### src/rtl/slice_output_arbiter.sv
// Merges per-slice output-buffer beat streams into one raster-order picture stream with
// line/frame markers. Optional stall counter enabled by defining SLICE_ARB_UNDERFLOW_CNT_EN.
module slice_output_arbiter #(
  parameter int unsigned NUM_SLICES       = 4,
  parameter int unsigned MAX_SLICE_WIDTH  = 2560,
  parameter int unsigned MAX_FRAME_HEIGHT = 4096
) (
  input  logic                                  clk,
  input  logic                                  rst,
  input  logic                                  sof,
  input  logic [$clog2(MAX_SLICE_WIDTH)-1:0]    slice_width,
  input  logic [$clog2(NUM_SLICES):0]           slices_per_line,
  input  logic [$clog2(MAX_FRAME_HEIGHT):0]     frame_height,
  input  logic [NUM_SLICES-1:0]                 in_valid,
  input  logic [NUM_SLICES*168-1:0]             in_data_p,
  output logic [NUM_SLICES-1:0]                 in_ready,
  output logic                                  out_valid,
  input  logic                                  out_ready,
  output logic [167:0]                          out_data_p,
  output logic                                  out_sol,
  output logic                                  out_eol,
  output logic                                  out_sof,
  output logic                                  out_eof,
  output logic                                  frame_done,
  output logic [15:0]                           underflow_cnt
);

  localparam int unsigned PixW  = 168;
  localparam int unsigned SwW   = $clog2(MAX_SLICE_WIDTH);
  localparam int unsigned SumW  = SwW + 1;
  localparam int unsigned SplW  = $clog2(NUM_SLICES) + 1;
  localparam int unsigned FhW   = $clog2(MAX_FRAME_HEIGHT) + 1;
  localparam int unsigned SIdxW = (NUM_SLICES > 1) ? $clog2(NUM_SLICES) : 1;
  localparam int unsigned BeatW = $clog2((MAX_SLICE_WIDTH + 3) / 4 + 1);

  typedef enum logic [1:0] {StIdle, StRun, StDone} state_e;

  state_e              state_q;
  logic [BeatW-1:0]    beats_q, beat_cnt_q;
  logic [SIdxW-1:0]    last_slice_q, slice_idx_q;
  logic [FhW-1:0]      frame_height_q, line_cnt_q;
  logic                out_valid_q, out_sol_q, out_eol_q, out_sof_q, out_eof_q;
  logic [PixW-1:0]     out_data_q;
  logic                frame_done_q;

  logic                adv, xfer, sel_valid;
  logic [PixW-1:0]     sel_data;
  logic                first_beat, beat_last, slice_last, line_last;
  logic [SplW-1:0]     spl_eff;
  logic [SIdxW-1:0]    last_cfg;
  logic [BeatW-1:0]    beats_cfg;

  assign adv = ~out_valid_q | out_ready;

  always_comb begin
    sel_valid = 1'b0;
    sel_data  = '0;
    in_ready  = '0;
    for (int s = 0; s < NUM_SLICES; s++) begin
      if (SIdxW'(s) == slice_idx_q) begin
        sel_valid   = in_valid[s];
        sel_data    = in_data_p[s*PixW +: PixW];
        in_ready[s] = (state_q == StRun) & adv;
      end
    end
  end

  assign xfer       = (state_q == StRun) & adv & sel_valid;
  assign first_beat = (slice_idx_q == '0) & (beat_cnt_q == '0);
  assign beat_last  = (beat_cnt_q == beats_q - 1'b1);
  assign slice_last = (slice_idx_q == last_slice_q);
  assign line_last  = (line_cnt_q == frame_height_q - 1'b1);

  // Zero active slices behaves as one; anything beyond the slice count is clamped.
  always_comb begin
    spl_eff = slices_per_line;
    if (slices_per_line == '0) begin
      spl_eff = SplW'(1);
    end else if (slices_per_line > SplW'(NUM_SLICES)) begin
      spl_eff = SplW'(NUM_SLICES);
    end
  end

  assign last_cfg  = SIdxW'(spl_eff - SplW'(1));
  assign beats_cfg = BeatW'(({1'b0, slice_width} + SumW'(3)) >> 2);

  always_ff @(posedge clk) begin
    if (rst) begin
      state_q        <= StIdle;
      beats_q        <= '0;
      last_slice_q   <= '0;
      frame_height_q <= '0;
      beat_cnt_q     <= '0;
      slice_idx_q    <= '0;
      line_cnt_q     <= '0;
      out_valid_q    <= 1'b0;
      out_data_q     <= '0;
      out_sol_q      <= 1'b0;
      out_eol_q      <= 1'b0;
      out_sof_q      <= 1'b0;
      out_eof_q      <= 1'b0;
      frame_done_q   <= 1'b0;
    end else if (sof) begin
      // A new frame wins over everything, including a beat being granted this cycle.
      beats_q        <= beats_cfg;
      last_slice_q   <= last_cfg;
      frame_height_q <= frame_height;
      beat_cnt_q     <= '0;
      slice_idx_q    <= '0;
      line_cnt_q     <= '0;
      out_valid_q    <= 1'b0;
      out_data_q     <= '0;
      out_sol_q      <= 1'b0;
      out_eol_q      <= 1'b0;
      out_sof_q      <= 1'b0;
      out_eof_q      <= 1'b0;
      frame_done_q   <= 1'b0;
      state_q        <= (frame_height == '0) ? StDone : StRun;
    end else begin
      frame_done_q <= 1'b0;
      if (xfer) begin
        out_valid_q <= 1'b1;
        out_data_q  <= sel_data;
        out_sol_q   <= first_beat;
        out_eol_q   <= slice_last & beat_last;
        out_sof_q   <= first_beat & (line_cnt_q == '0);
        out_eof_q   <= slice_last & beat_last & line_last;
        if (beat_last) begin
          beat_cnt_q <= '0;
          if (slice_last) begin
            slice_idx_q <= '0;
            line_cnt_q  <= line_cnt_q + 1'b1;
            if (line_last) state_q <= StDone;
          end else begin
            slice_idx_q <= slice_idx_q + 1'b1;
          end
        end else begin
          beat_cnt_q <= beat_cnt_q + 1'b1;
        end
      end else if (out_ready) begin
        out_valid_q <= 1'b0;
        out_sol_q   <= 1'b0;
        out_eol_q   <= 1'b0;
        out_sof_q   <= 1'b0;
        out_eof_q   <= 1'b0;
      end
      if (state_q == StDone) begin
        frame_done_q <= 1'b1;
        state_q      <= StIdle;
      end
    end
  end

`ifdef SLICE_ARB_UNDERFLOW_CNT_EN
  logic [15:0] underflow_q;

  // Counts cycles where the output could take a beat but the selected slice had none.
  always_ff @(posedge clk) begin
    if (rst || sof) begin
      underflow_q <= '0;
    end else if ((state_q == StRun) && adv && !sel_valid && (underflow_q != 16'hFFFF)) begin
      underflow_q <= underflow_q + 1'b1;
    end
  end

  assign underflow_cnt = underflow_q;
`else
  assign underflow_cnt = '0;
`endif

  assign out_valid  = out_valid_q;
  assign out_data_p = out_data_q;
  assign out_sol    = out_sol_q;
  assign out_eol    = out_eol_q;
  assign out_sof    = out_sof_q;
  assign out_eof    = out_eof_q;
  assign frame_done = frame_done_q;

endmodule

### config.mk
export PLATFORM = sky130hd
export DESIGN_NAME = slice_output_arbiter
export DESIGN_NICKNAME = d
export VERILOG_FILES = /design/src/rtl/slice_output_arbiter.sv
export SDC_FILE = /design/constraint.sdc
export NUM_CORES = 1
export LEC_CHECK = 0
export BUFFER_PORTS_ARGS = -buffer_cell sky130_fd_sc_hd__buf_2
export CORE_AREA = 2 2 350 352
export DETAILED_ROUTE_END_ITERATION = 6
export DIE_AREA = 0 0 352 354
export MAX_ROUTING_LAYER = met4
export PLACE_DENSITY_LB_ADDON = 0.1
export SLEW_MARGIN = 20
export SYNTH_ARGS = -nofsm -noshare
export SYNTH_HDL_FRONTEND = slang
export SYNTH_SLANG_ARGS = --single-unit
### constraint.sdc
create_clock -name clk -period 4.3 [get_ports clk]
set_clock_uncertainty 0.05 [all_clocks]
set_input_delay 0 -clock clk [delete_from_list [all_inputs] [get_ports clk]]
set_output_delay 0 -clock clk [all_outputs]
set_load 0.005 [all_outputs]
# Yosys cells after proc, flatten, opt, wreduce, memory -nomap -nowiden
# Index checks and enable logic that the tools add are counted.
# classes
reduce_logical	14
n_mux	30
magnitude_cmp	1
bitwise	8
n_addsub	7
eq_ne	8
# op_table
operator	n
2-to-1 mux 168 bit	4
zero test 13 bit	2
2-to-1 mux 2 bit	10
2-to-1 mux 1 bit	15
adder 13 x 1 -> 13 bit, second input constant	1
equality test 13 bit	1
subtractor 13 x 1 -> 13 bit, second input constant	1
adder 12 x 2 -> 12 bit, second input constant	1
nonzero test 3 bit	4
adder 10 x 1 -> 10 bit, second input constant	1
equality test 10 bit	1
zero test 10 bit	1
2-to-1 mux 10 bit	1
subtractor 10 x 1 -> 10 bit, second input constant	1
bitwise AND 1 bit	6
equality test 2 bit, first input constant	2
AND reduction 4 bit	1
greater-than comparator 3 bit, second input constant	1
zero test 3 bit	1
AND reduction 3 bit	1
adder 2 x 1 -> 2 bit, second input constant	1
equality test 1 x 2 -> 1 bit, first input constant	1
equality test 2 x 1 -> 1 bit, second input constant	1
equality test 2 bit	1
other kinds (8)	8
# totals
word_cells	82
regBits	226
output_inout_bits	194

# Longest topological paths before layout
# Gate-level depths: netlist (run 1).
# depth
ltp_word	9
mapped_depth	11
mapped_depth_nobuf	9

# Worst setup path before layout (run 1)
# Ideal clock, no wire load.
# synth_path
kind	flip-flop to flip-flop
startpoint	reg frame_height_q[2]
endpoint	reg state_q[0]
path_buffers	1
arrival_time_ns	2.660
setup_time_ns	0.115
path_stages_with_launch	9
slack_ns	1.475
required_time_ns	4.135
path_cell_list	dfxtp_1 buf_6 or4_4 or3_4 or4_1 a2111oi_1 nand4_1 or3_4 o21a_1
# synth_via
elab_chain_cells	4
# synth_rtl
element	line	rtl
from (decl)	41	logic [FhW-1:0] frame_height_q, line_cnt_q;
from (signal assigned)	107	frame_height_q <= frame_height;
subtractor 13 x 1 -> 13 bit	72	assign line_last = (line_cnt_q == frame_height_q - 1'b1);
equality test 13 bit	72	
nonzero test 3 bit (no source line)	-	
AND reduction 4 bit (no source line)	-	
to (signal assigned)	89	state_q <= StIdle;
to (signal assigned)	118	state_q <= (frame_height == '0) ? StDone : StRun;
to (signal assigned)	133	if (line_last) state_q <= StDone;
to (decl)	38	state_e state_q;
# Every way passes these cells.
# A chain may end at the register's enable or synchronous reset.

# Final worst setup path (run 1)
# layout_path
startpoint	reg slice_idx_q[0]
endpoint	reg out_data_q[13] (netlist: out_data_p[13])
# layout_via
elab_chain_cells	6
# layout_rtl
element	line	rtl
from (decl)	40	logic [SIdxW-1:0] last_slice_q, slice_idx_q;
from (signal assigned)	135	slice_idx_q <= slice_idx_q + 1'b1;
zero test 2 bit	60	if (SIdxW'(s) == slice_idx_q) begin
2-to-1 mux 1 bit (4 in a row)	60	
bitwise AND 1 bit	68	assign xfer = (state_q == StRun) & adv & sel_valid;
to (signal assigned)	123	out_data_q <= sel_data;
to (decl)	43	logic [PixW-1:0] out_data_q;
# Parallel ways exist; a longest one is shown, timed or not.

==> run summary, run 1 <==
status: completed
CTS max path bufs: 3
Placed Instance Area: 20700 sq um
Worst-path clk slew: 0.06 ns
Lkg Pwr: 10.9 nW
Hold Fails Final Rpt: 0
worst path required time: 4.66 ns
setup TNS: 0 ns
CP Capture Type: flip-flop
gp weighted congestion: 0.853
post-DR wirelength/cell: 19.3 um
total power: 6.43 mW
Initial Util: 0.122
Pre-antenna DRT Iters: 5
grt total ovfl: 0
design area: 25700 sq um
Placeable Area: 121000 sq um
power density cells: 250 nW/um^2
Post-CTS Repair Setup Buffers: 0
Die Wd: 352 um
GRT Overall Usage: 0.150
first-pass GRT wire length: 134000 um
Port Buffers: 885
vias in the first global route: 19100
YS warnings: 0
CP Class: reg2reg
share of cells above drive strength 1: 0.298
Post-CTS Resized: 0
DR iter-0 viols: 813
asr flop ratio synth: 0
CTS HTree Levels: 2
placed cell count: 4461
Setup WS post-layout: 0.941 ns
minimum clock period: 3.36 ns
Worst slew margin: 0.183
initial antenna violation count: 35
MaxCap Viol Count: 0
Worst Tran Pin Value: 1.23 ns
Netlist cell types: 48
CTS tree: done
Final ANT Viol Nets: 0
Worst Hold Class: in2reg
die height: 354 um
Non-Filler Instances: 4917
Residual DRC: 0
Seq/Total Area, Yosys: 0.307
Post-DP HPWL: 74900 um
Root Driver: clkbuf_16
max-slew violations: 0
Tcrit/Tclk final: 0.781
RSZ-0062 raised after global routing: false
register bit total from synthesis: 226
full die area: 125000 sq um
worst-skew pair later-pin latency: 0.57 ns
Synth Flop Type: dfxtp_1
Post-Synthesis Cells: 2125
maximum VDD drop: 0.180 mV
pre-CTS WS: 0.928 ns
vias: 18900
CTS Buf Count: 36
crit path max fanout: 119
synthesis-to-layout area growth: 74.5%
Startpoint Class: flip-flop
FF-to-FF setup slack: 0.94 ns
average cell area after synthesis: 6.93 sq um
row cnt: 128
I/O pins: 902
final wirelength: 94800 um
nets: 3968
FMAX: 298 MHz
number of flops mapped to enable cells by yosys: 0
WP data arrival: 3.72 ns
CTS Hold Bufs: 376
CTS sink count: 226
largest net degree at the start of global routing: 185
Final Setup Violations: 0
mapped cell area: 14700 sq um
Via density: 3.83
==> cell usage after synthesis (all sizes together), types with 2 or more instances <==
master  instances  area [sq um]
nand2b          5          31.3
a31oi           2          12.5
o22ai           2          12.5
or3            15           104
o21ai         181           906
o21a            2          15.0
or2             2          12.5
buf            44           240
a21oi         200          1000
nor2          395          1480
and4            3          26.3
nor3            9          45.0
xnor2          23           201
nor3b           3          22.5
nor4           13          81.3
and2            6          37.5
or3b            2          17.5
or4             4          37.5
ha             10           125
clkbuf        166           623
nand3          13          65.1
xor2           23           201
a211oi        182          1370
nand2         357          1340
nand4          12          75.1
dfxtp         226          4520
inv            20          75.1
mux2i         187          1870
o211ai          3          22.5
nor4b           2          17.5
==> sequential cells by signal, indices dropped and copies added, names as in the netlist, 2 cells and up <==
register,count
slice_idx_q,2
last_slice_q,2
beats_q,10
out_data_p,168
state_q,2
frame_height_q,13
beat_cnt_q,10
line_cnt_q,13
==> cells in the final DEF (no fill, tap or decap), types with 13 or more instances in the layout <==
master         Yosys  routed
a211oi_1         181     181
o21ai_0          181     181
nand2_1          357     357
nor4_1            13      13
or3_1             13      13
dfxtp_1          226     226
clkbuf_16          0      36
mux2i_1          187     187
buf_2              0     885
dlygate4sd3_1      0     376
diode_2            0      17
a21oi_1          200     200
nor2_1           395     395
xnor2_1           23      23
inv_1             20      20
xor2_1            23      23
conb_1             1      16
nand3_1           13      13
==> path summary, 6_finish.rpt <==
| kind | start | endpoint | depth (start not counted) |
|---|---|---|---|
| worst max-delay path | slice_idx_q[0] | out_data_p[13] | 9 |
| worst min-delay path | in_data_p[500] | out_data_p[164] | 5 |
| worst max register to register | slice_idx_q[0] | out_data_p[13] | 9 |
| worst min register to register | out_eol | out_eol | 2 |
==> cell families after synthesis <==
logic type | after synthesis | share of synthesized area
buffers and inverters | 230 | 0.0637
adders and majority gates | 10 | 0.00850
DFF | 226 | 0.307
muxes | 187 | 0.127
and+or+nand+nor | 842 | 0.231
AOI/OAI and AO/OA | 582 | 0.233
other | 1 | 0.000255
xor gates and xnor gates | 47 | 0.0289
==> power by group <==
group	switching (mW)	internal, mW	leakage, nW
registers	0.0492	2.16	1.84
logic	0.598	0.686	8.53
clock network	1.20	1.73	0.566
==> routing by layer <==
layer,GRT usage,vias to the layer above,wire length (um)
met3,0.0336,111,5380
met5,-,-,0
met1,0.178,8555,40400
met2,0.252,557,46300
li1,-,9633,-
met4,0.0445,0,2730
==> cell type report <==
| type | count | area (sq um) |
|---|---|---|
| Clock inverter | 13 | 129 |
| Timing Repair Buffer | 1282 | 8480 |
| Tap cell | 1625 | 2030 |
| Antenna cell | 17 | 42.5 |
| Inverter | 20 | 75.1 |
| Sequential cell | 226 | 4520 |
| Multi-Input combinational cell | 1684 | 9380 |
| Clock buffer | 50 | 1020 |
| Fill cell | 14000 | 95200 |
==> metrics by stage <==
step | hold slack [ns] | util
floorplan | 0.0969 | -
global placement | 0.229 | 0.171
detailed placement | 0.216 | 0.171
CTS | 0.00517 | 0.212
global route | 0.0534 | 0.212
finish | 0.0273 | 0.212
==> worst max-delay path, stage by stage (launching register included) <==
cell and delay [ns]:
dfxtp_1 0.52, ha_4 0.39, buf_12 0.35, buf_4 0.40
nor2_1 0.09, a21oi_1 0.11, o21ai_0 0.10, mux2i_1 0.26
dlygate4sd3_1 0.63, a211oi_1 0.08
(Power assumes the default switching activity.)
==> run 2: changes to the inputs <==
==> constraint.sdc (replaced) <==
create_clock -name clk -period 2.93 [get_ports clk]
set_clock_uncertainty 0.05 [all_clocks]
set_input_delay 0 -clock clk [delete_from_list [all_inputs] [get_ports clk]]
set_output_delay 0 -clock clk [all_outputs]
set_load 0.005 [all_outputs]
==> run 2 against run 1 <==
  * Register-to-register slack lost 0.86 ns
  * Global-route usage shrank 0.11 points
  * Largest cell class unchanged
  * The flow now finishes with violations (hold timing)
  * Utilization grew 0.55 points
  * Cell area grew 2.6%
  * Non-clock buffer count grew 66
  * Via count grew 0.66%
  * Critical path depth shrank 2
  * Total power grew 46%
  * Fmax grew 18%
  * Combinational power grew 54%
==> run summary, run 2 (synthesis results as in run 1) <==
Pre-antenna DRT Iters: 7
synthesis-to-layout area growth: 79.0%
Hold Fails Final Rpt: 1
switching power: 2.63 mW
I/O pins: 902
placed cell count: 4529
initial antenna violation count: 28
status: finished, violations left
pre-CTS WS: -0.000327 ns
worst path required time: 3.32 ns
CTS Buf Count: 34
row cnt: 128
total power: 9.35 mW
grt total ovfl: 0
failing checks: hold timing
slowest CP cell: or4_4
Die Wd: 352 um
RSZ-0062 raised after global routing: false
GRT Overall Usage: 0.149
Setup WS post-layout: 0.0855 ns
die height: 354 um
Final ANT Viol Nets: 0
commonest non-fill, non-tap cell in the layout: buf_2
CTS sink count: 226
CP Capture Type: flip-flop
Worst path max stage delay: 0.54 ns
nets: 4032
Startpoint Class: flip-flop
Placeable Area: 121000 sq um
first-pass GRT wire length: 134000 um
Gate power share: 0.210
Flop pwr share: 0.345
Worst Tran Pin Value: 0.821 ns
Layout fillers: 13900
WP data arrival: 3.23 ns
maximum VDD drop: 0.281 mV
Final Setup Violations: 0
cells along the critical path: or4_4, or3_4, or4_4, a2111oi_4, nand4_1, or3_4, o21a_1
post-DR wirelength/cell: 19.2 um
worst-skew pair later-pin latency: 0.56 ns
FMAX: 352 MHz
Root Driver: clkbuf_16
Initial Util: 0.122
gp weighted congestion: 0.844
Worst Hold Class: in2reg
CTS tree: done
Residual DRC: 0
most frequent cells in the layout: 885 x buf_2, 393 x nor2_1, 370 x dlygate4sd3_1
minimum clock period: 2.84 ns
sw frac: 0.281
full die area: 125000 sq um
power density cells: 355 nW/um^2
Worst-path clk slew: 0.06 ns
CP Class: reg2reg
Via density: 3.81
setup TNS: 0 ns
P_int: 6.73 mW
Largest register FFs: 168
Port Buffers: 885
Non-Filler Instances: 4983
Tcrit/Tclk final: 0.971
CTS max path bufs: 3
share of cells above drive strength 1: 0.315
final wirelength: 95900 um
vias: 19000
Lkg Pwr: 11.3 nW
Post-DP HPWL: 77000 um
Worst slew margin: 0.453
MaxCap Viol Count: 0
DR iter-0 viols: 775
max-slew violations: 0
Hold WS: -0.0193 ns
clock network fraction of total power: 0.445
largest net degree at the start of global routing: 147
vias in the first global route: 19400
crit path max fanout: 3
CTS HTree Levels: 2
## run 2: final timing paths
path	start	to	slack, ns	cells past startpoint
setup / recovery	frame_height_q[0]	state_q[0]	0.09	7
hold / removal	in_data_p[426]	out_data_p[90]	-0.02	5
setup reg to reg	frame_height_q[0]	state_q[0]	0.09	7
hold reg to reg	out_eol	out_eol	0.41	2
## run 2: what timing repair did
action	4_1_cts	5_1_grt
buffers inserted	0	2
cloned	0	2
pin swaps	1	2
endpoints found under the setup margin	1	49
gates resized for setup	1	16
endpoints found under the hold margin	199	0
hold buffers	370	0
## run 2: critical path, delay by kind of cell, from the launching register on
| family | cells | cell delay [ns] |
|---|---|---|
| flip-flops | 1 | 0.31 |
| AO/OA/AOI/OAI | 2 | 0.45 |
| AND/OR/NAND/NOR | 5 | 1.89 |
## run 2: through the flow
stage | hold slack [ns] | utilization | instance area [sq um]
after CTS | 0.00304 | 0.216 | 26100
after detailed placement | 0.220 | 0.176 | 21300
after global placement | 0.222 | 0.176 | 21300
after floorplan | 0.0969 | - | 14800
final | -0.0193 | 0.218 | 26300
after global routing | 0.0256 | 0.218 | 26300
## run 2: cell type report
type | count | area (sq um) | share of cell area
inverter | 20 | 75.1 | 0.00285
antenna | 20 | 50.0 | 0.00190
timing repair buffer | 1348 | 9150 | 0.347
sequential | 226 | 4530 | 0.172
multi-input combinational | 1684 | 9410 | 0.357
clock inverter | 10 | 83.8 | 0.00318
clock buffer | 50 | 1020 | 0.0388
tap | 1625 | 2030 | 0.0772
## run 2: metal layers
metal | track usage | up-vias | wire length (um)
li1 | - | 9753 | -
met1 | 0.176 | 8582 | 41400
met2 | 0.248 | 534 | 46200
met3 | 0.0357 | 111 | 5290
met4 | 0.0495 | 0 | 2970
met5 | - | - | 0
## run 2: power by group through the flow
stage	Combinational (mW)	Sequential [mW]	Clock, mW
3_3_place_gp	1.59	3.30	0
4_1_cts	2.00	3.23	4.38
2_1_floorplan	0.655	3.29	0
5_1_grt	2.18	3.24	4.47
6_report	1.97	3.23	4.16
3_5_place_dp	1.58	3.29	0
